### src/rtl/csr_bank_pkg.sv
`default_nettype none
// ============================================================================
// Module   : csr_bank_pkg
// Purpose  : Shared types and helpers for the csr_bank register bank.
//            - acc_e      : access class of an address
//            - decode_acc : maps an address onto its access class
//            - PEND_OFS / MASK_OFS : interrupt register offsets, relative to
//              the first address after the status block
// Ports    : none (package)
// Revision : 1.0 - initial release
// ============================================================================
package csr_bank_pkg;

   typedef enum logic [1:0] {
      ACC_RW   = 2'd0,
      ACC_RO   = 2'd1,
      ACC_W1C  = 2'd2,
      ACC_NONE = 2'd3
   } acc_e;

   localparam int unsigned PEND_OFS = 0;
   localparam int unsigned MASK_OFS = 1;

   // The mask register is plain read/write storage, so it decodes as ACC_RW;
   // the top tells it apart from the control registers by its address.
   function automatic acc_e decode_acc(input logic [31:0] addr,
                                       input int unsigned num_rw,
                                       input int unsigned num_ro);
      acc_e acc;
      if (addr < num_rw)
         acc = ACC_RW;
      else if (addr < num_rw + num_ro)
         acc = ACC_RO;
      else if (addr == num_rw + num_ro + PEND_OFS)
         acc = ACC_W1C;
      else if (addr == num_rw + num_ro + MASK_OFS)
         acc = ACC_RW;
      else
         acc = ACC_NONE;
      return acc;
   endfunction

endpackage
`default_nettype wire

### src/rtl/csr_bank_irq_ctrl.sv
`default_nettype none
// ============================================================================
// Module   : csr_irq_ctrl
// Purpose  : Interrupt block of the register bank: W1C pending register,
//            read/write mask register and a registered interrupt request.
// Ports    : clk          in  system clock
//            rstb         in  asynchronous active-low reset
//            evt_i        in  event bits, level-sampled every cycle
//            clr_i        in  W1C clear vector (zero when no W1C write)
//            mask_we_i    in  mask write enable
//            mask_wdata_i in  mask write data
//            pend_o       out pending register
//            mask_o       out mask register
//            irq_o        out interrupt request
// Revision : 1.0 - initial release
// ============================================================================
module csr_irq_ctrl
   import csr_bank_pkg::*;
#(
   parameter int REG_W = 8
) (
   input  logic             clk,
   input  logic             rstb,
   input  logic [REG_W-1:0] evt_i,
   input  logic [REG_W-1:0] clr_i,
   input  logic             mask_we_i,
   input  logic [REG_W-1:0] mask_wdata_i,
   output logic [REG_W-1:0] pend_o,
   output logic [REG_W-1:0] mask_o,
   output logic             irq_o
);

   logic [REG_W-1:0] pend_q, pend_d;
   logic [REG_W-1:0] mask_q, mask_d;
   logic             irq_q,  irq_d;

   // A new event in the same cycle as a clear of the same bit wins.
   // irq is computed from the next-state values so it follows an event or a
   // mask write by exactly one cycle.
   always_comb begin
      pend_d = (pend_q & ~clr_i) | evt_i;
      mask_d = mask_we_i ? mask_wdata_i : mask_q;
      irq_d  = |(pend_d & mask_d);
   end

   always_ff @(posedge clk or negedge rstb) begin
      if (!rstb) begin
         pend_q <= '0;
         mask_q <= '0;
         irq_q  <= 1'b0;
      end else begin
         pend_q <= pend_d;
         mask_q <= mask_d;
         irq_q  <= irq_d;
      end
   end

   assign pend_o = pend_q;
   assign mask_o = mask_q;
   assign irq_o  = irq_q;

endmodule
`default_nettype wire

### src/rtl/csr_bank.sv
`default_nettype none
// ============================================================================
// Module   : csr_bank
// Purpose  : Parametrised control/status register bank behind the SPI
//            application interface. NUM_RW control registers, NUM_RO status
//            words, a W1C pending / RW mask interrupt pair, and a registered
//            one-cycle ack/err/rdata response to every accepted request.
// Ports    : clk      in  system clock
//            rstb     in  asynchronous active-low reset
//            ena      in  block enable (requests ignored while low)
//            req      in  request strobe
//            wr_rdn   in  1 = write, 0 = read
//            addr     in  register address
//            wdata    in  write data
//            rdata    out read data, valid with ack
//            ack      out one-cycle response pulse
//            err      out error flag, valid with ack
//            ctrl_o   out control registers, reg i at [i*REG_W +: REG_W]
//            status_i in  status words, same packing
//            evt_i    in  interrupt event bits
//            irq      out registered interrupt request
// Revision : 1.0 - initial release
// ============================================================================
module csr_bank
   import csr_bank_pkg::*;
#(
   parameter int               ADDR_W  = 8,
   parameter int               REG_W   = 8,
   parameter int               NUM_RW  = 4,
   parameter int               NUM_RO  = 2,
   parameter logic [REG_W-1:0] RST_VAL = '0
) (
   input  logic                    clk,
   input  logic                    rstb,
   input  logic                    ena,
   input  logic                    req,
   input  logic                    wr_rdn,
   input  logic [ADDR_W-1:0]       addr,
   input  logic [REG_W-1:0]        wdata,
   output logic [REG_W-1:0]        rdata,
   output logic                    ack,
   output logic                    err,
   output logic [NUM_RW*REG_W-1:0] ctrl_o,
   input  logic [NUM_RO*REG_W-1:0] status_i,
   input  logic [REG_W-1:0]        evt_i,
   output logic                    irq
);

   generate
      if (longint'(NUM_RW + NUM_RO + 2) > (longint'(1) << ADDR_W)) begin : g_param_check
         $error("csr_bank: register map does not fit in ADDR_W address bits");
      end
   endgenerate

   // ------------------------------------------------------------------------
   // Decode
   // ------------------------------------------------------------------------
   logic [31:0]       addr_ext;
   logic              accepted;
   logic              is_mask;
   acc_e              acc_type;
   logic [NUM_RW-1:0] ctrl_we;
   logic [REG_W-1:0]  w1c_clr;
   logic              mask_we;

   assign addr_ext = 32'(addr);
   assign accepted = req & ena;
   assign acc_type = decode_acc(addr_ext, NUM_RW, NUM_RO);
   assign is_mask  = (addr_ext == 32'(NUM_RW + NUM_RO + MASK_OFS));
   assign w1c_clr  = (accepted && wr_rdn && (acc_type == ACC_W1C)) ? wdata : '0;
   assign mask_we  = accepted && wr_rdn && is_mask;

   always_comb begin
      ctrl_we = '0;
      for (int i = 0; i < NUM_RW; i++) begin
         ctrl_we[i] = accepted && wr_rdn && (addr_ext == 32'(i));
      end
   end

   // ------------------------------------------------------------------------
   // Control registers
   // ------------------------------------------------------------------------
   logic [REG_W-1:0] ctrl_q [NUM_RW];

   always_ff @(posedge clk or negedge rstb) begin
      if (!rstb) begin
         for (int i = 0; i < NUM_RW; i++) begin
            ctrl_q[i] <= RST_VAL;
         end
      end else begin
         for (int i = 0; i < NUM_RW; i++) begin
            if (ctrl_we[i]) begin
               ctrl_q[i] <= wdata;
            end
         end
      end
   end

   generate
      for (genvar g = 0; g < NUM_RW; g++) begin : g_ctrl_out
         assign ctrl_o[g*REG_W +: REG_W] = ctrl_q[g];
      end
   endgenerate

   logic [REG_W-1:0] status_w [NUM_RO];

   generate
      for (genvar g = 0; g < NUM_RO; g++) begin : g_status
         assign status_w[g] = status_i[g*REG_W +: REG_W];
      end
   endgenerate

   // ------------------------------------------------------------------------
   // Interrupt block
   // ------------------------------------------------------------------------
   logic [REG_W-1:0] irq_pend;
   logic [REG_W-1:0] irq_mask;

   csr_irq_ctrl #(
      .REG_W (REG_W)
   ) u_irq (
      .clk          (clk),
      .rstb         (rstb),
      .evt_i        (evt_i),
      .clr_i        (w1c_clr),
      .mask_we_i    (mask_we),
      .mask_wdata_i (wdata),
      .pend_o       (irq_pend),
      .mask_o       (irq_mask),
      .irq_o        (irq)
   );

   // ------------------------------------------------------------------------
   // Response
   // ------------------------------------------------------------------------
   logic [REG_W-1:0] rdata_q, rdata_d;
   logic             ack_q,   ack_d;
   logic             err_q,   err_d;

   // rdata only moves on an accepted read (or an unmapped read, which zeroes
   // it); writes and idle cycles leave the last read value in place.
   always_comb begin
      rdata_d = rdata_q;
      ack_d   = 1'b0;
      err_d   = 1'b0;
      if (accepted) begin
         ack_d = 1'b1;
         case (acc_type)
            ACC_RW: begin
               if (!wr_rdn) begin
                  if (is_mask) begin
                     rdata_d = irq_mask;
                  end else begin
                     for (int i = 0; i < NUM_RW; i++) begin
                        if (addr_ext == 32'(i)) begin
                           rdata_d = ctrl_q[i];
                        end
                     end
                  end
               end
            end
            ACC_RO: begin
               if (wr_rdn) begin
                  err_d = 1'b1;
               end else begin
                  for (int i = 0; i < NUM_RO; i++) begin
                     if (addr_ext == 32'(NUM_RW + i)) begin
                        rdata_d = status_w[i];
                     end
                  end
               end
            end
            ACC_W1C: begin
               if (!wr_rdn) begin
                  rdata_d = irq_pend;
               end
            end
            default: begin
               err_d = 1'b1;
               if (!wr_rdn) begin
                  rdata_d = '0;
               end
            end
         endcase
      end
   end

   always_ff @(posedge clk or negedge rstb) begin
      if (!rstb) begin
         rdata_q <= '0;
         ack_q   <= 1'b0;
         err_q   <= 1'b0;
      end else begin
         rdata_q <= rdata_d;
         ack_q   <= ack_d;
         err_q   <= err_d;
      end
   end

   assign rdata = rdata_q;
   assign ack   = ack_q;
   assign err   = err_q;

endmodule
`default_nettype wire

### config.mk
export PLATFORM = sky130hd
export DESIGN_NAME = csr_bank
export DESIGN_NICKNAME = d
export VERILOG_FILES = /design/src/rtl/csr_bank_pkg.sv /design/src/rtl/csr_bank_irq_ctrl.sv /design/src/rtl/csr_bank.sv
export SDC_FILE = /design/constraint.sdc
export NUM_CORES = 1
export LEC_CHECK = 0
export CAP_MARGIN = 15
export CORE_MARGIN = 3
export CORE_UTILIZATION = 47
export DETAILED_ROUTE_END_ITERATION = 8
export PLACE_DENSITY = 0.8
export SLEW_MARGIN = 30
export SYNTH_ARGS = -nofsm -noshare
export SYNTH_HDL_FRONTEND = slang
export SYNTH_SLANG_ARGS = --single-unit
### constraint.sdc
create_clock -name clk -period 1.4 [get_ports clk]
set_clock_uncertainty 0.05 [all_clocks]
set_input_delay 0.14 -clock clk [delete_from_list [all_inputs] [get_ports clk]]
set_output_delay 0.14 -clock clk [all_outputs]
set_load 0.01 [all_outputs]
==> flow_summary.json <==
{
  "worst_slack_ps": -535.6,
  "crit_path_max_fanout": 8,
  "syn_avg_cell_area_um2": 11.07,
  "drive_gt1_share_pct": 35.73,
  "rsz0062_at_grt": "true",
  "dr.pass1.iters": 4,
  "violations": "setup timing",
  "min_period_ps": 1936,
  "slew_viol_final": 0,
  "cellPowerDensity_nw_per_um2": 765.1,
  "final_area_um2": 4765,
  "avgRoutedWirePerCell_um": 20.67,
  "max-clock-path-buffers": 2,
  "synthFlopType": "dfrtp_1",
  "pin_count": 88,
  "crit_path_cell_trace": "buf_6 -> or4_4 -> buf_6 -> buf_6 -> nor4_4 -> buf_6 -> mux2_4 -> a22oi_1 -> nand4_1",
  "maxCapViolCount": 0,
  "vias_per_cell": 5.894,
  "synth_edf_count": 0,
  "cts.sinks": 59,
  "status": "finished with violations",
  "async_flop_share_pct": 100.0,
  "synth_cells": 269,
  "finalHoldViolCount": 0,
  "worst_pin_slew_ps": 425.9,
  "yosysWarnings": 0,
  "cts_buffers": 9,
  "cp-start-kind": "primary input",
  "antenna_cells": 0,
  "final_nets": 457,
  "grt_pass1_vias": 3033,
  "ys_seq_area_share_pct": 49.60,
  "grt_first_pass_wirelength_um": 15830,
  "start_util_pct": 49.40,
  "worstSetupPathType": "in -> reg",
  "end_kind": "register",
  "grt_overflow": 0,
  "cp_data_arrival_time_ps": 2100,
  "core_um2": 6026,
  "slowest_stage": "or4_4",
  "die_w_um": 85.58,
  "yosys.area.top_type": "dfrtp_1",
  "hpwlAfterDp_um": 6905,
  "p_seq_share_pct": 48.2,
  "timing.critical_path.mode_cell": "buf_6",
  "grt_max_degree": 32,
  "synth-seq-cells": 59,
  "yosys.area.top_type_share_pct": 49.60,
  "dpl_cell_area_um2": 4307,
  "slowest_delay_ps": 540,
  "synth_nets": 314,
  "area_delta_synth_final_pct": 60.07,
  "ant_nets": 0,
  "maxSlewHeadroom_pct": 71.31,
  "drt_iter0_drc": 204,
  "clock_latency_ps": 350,
  "htree_num_levels": 3,
  "leakagePower_uw": 0.002331,
  "cts_root_buffer": "clkbuf_8",
  "routabilityCongestion": 0.8672,
  "port_buffers": 87,
  "p_sw_uw": 965.3,
  "fmax_mhz": 516.6,
  "hold_path_class": "in -> async",
  "dieArea_um2": 7324,
  "fin_crit_sh_pct": 138.3,
  "pwr-share-clk_pct": 36.2,
  "p_int_uw": 2680,
  "setup_viol": 46,
  "netlist_area_um2": 2977,
  "netlist_top_cells_area": "dfrtp_1, mux2_2, a21oi_1, mux2_4, o32a_1",
  "p_comb_share_pct": 15.6,
  "reg2reg_slack_ps": 20,
  "clkTransAtPathRegs_ps": 70,
  "worstPathRequired_ps": 1560,
  "rows": 28,
  "synth_cell_types": 35,
  "finalWirelength_um": 10170,
  "drc": 0,
  "die_h_um": 85.58,
  "post-route-util_pct": 79.07,
  "switching_share_pct": 26.48,
  "vdd_drop_max_mv": 0.6177,
  "cts_tree": "done",
  "vias": 2900,
  "grt_use_total_pct": 28.49,
  "grt_antenna_before_repair": 0
}
cell usage after synthesis (3+ instances only):
library cell	count
mux2_4	8
nand2_1	11
dfrtp_1	59
mux2_2	40
a221oi_1	8
o32a_1	8
clkbuf_1	9
nor2_1	13
inv_1	10
a21oi_1	29
nor3_1	10
a22oi_1	6
o21ai_0	15
nand3_1	9
nand2b_1	9
buf_1	3
registers in the layout, summed over array words and instances, names as in the netlist:
signal and cells:
ctrl_o 32, u_irq.mask_o 8, rdata 8, err 1
u_irq.pend_o 8, u_irq.irq_o 1, ack 1
placed cells by master (no fill, tap or decap), types with 2 or more instances in the layout:
cell              n
a21oi_1          29
a221oi_2          8
a22oi_1           4
a22oi_2           2
buf_12            2
buf_4            38
buf_6            22
clkbuf_1          4
clkbuf_8          9
clkdlybuf4s50_1  32
clkinv_2          3
dfrtp_1          59
dlygate4sd2_1    50
inv_1            10
mux2_2           15
mux2_4           33
nand2_1           9
nand2b_1          8
nand3_1           8
nand4_1           2
nor2_1           11
nor2_4            2
nor3_1            9
nor4_4            3
o21ai_0           9
o21ai_1           6
o32a_1            8
or4_4             2
stage by stage:
step	hold WS (ps)	setup WS, ps	power, µW	instances	setup TNS, ps
after detailed placement	-29.33	-1233	2303	465	-51560
after global routing	150.3	-561.5	3795	492	-12150
after CTS	135.2	-587.5	3618	491	-12580
after global placement	-45.73	-1188	2286	465	-49310
final	130.7	-535.6	3645	492	-11210
after floorplan	-205.6	-871.5	1951	269	-28860
layout make-up:
cell class | instances | area, µm²
timing repair buffer | 147 | 1379
clock inverter | 3 | 15.01
clock buffer | 13 | 138.9
multi-input combinational | 184 | 1620
fill | 375 | 1261
sequential | 59 | 1476
inverter | 11 | 41.29
tap | 75 | 93.84
path summary, 6_finish.rpt:
path / from / endpoint / cells after the start
hold / removal: rstb / rdata[1] / 2
hold reg to reg: ctrl_o[3] / ctrl_o[3] / 1
setup / recovery: addr[5] / u_irq.irq_o / 9
max in group asynchronous: rstb / ctrl_o[2] / 3
min in group clk: wr_rdn / err / 4
setup reg to reg: ctrl_o[31] / rdata[7] / 4
critical path: cells and delay by family:
family / cells / cell delay, ps
compound gates: 1 / 200
buf+inv: 4 / 570
mux: 1 / 330
simple gates: 3 / 870
repair_timing:
item	in CTS	in global routing
hold buffers	1	0
setup endpoints to repair	101	57
hold endpoints to repair	28	0
cloned	1	0
resized for setup	105	24
pin swaps	20	23
setup buffers	8	1
cells by family after synthesis:
| logic type | Yosys count | synth area share, % |
|---|---|---|
| AOI/OAI and AO/OA | 70 | 14.92 |
| and+or+nand+nor | 66 | 12.48 |
| DFF | 59 | 49.60 |
| muxes | 48 | 19.17 |
| buffers and inverters | 26 | 3.825 |
metal layers:
metal	wire length (µm)	vias up	track usage, %
li1	-	1291	-
met1	4013	1439	35.67
met2	5053	132	46.05
met3	635	38	7.877
met4	467	0	12.95
met5	0	-	0
power by group through the flow:
stage	clock, µW	sequential [µW]	combinational, µW
6_report	1320	1760	567
5_1_grt	1430	1760	610
4_1_cts	1320	1760	543
2_1_floorplan	0	1800	153
3_5_place_dp	0	1790	513
3_3_place_gp	0	1790	498
(Power assumes the default switching activity.)
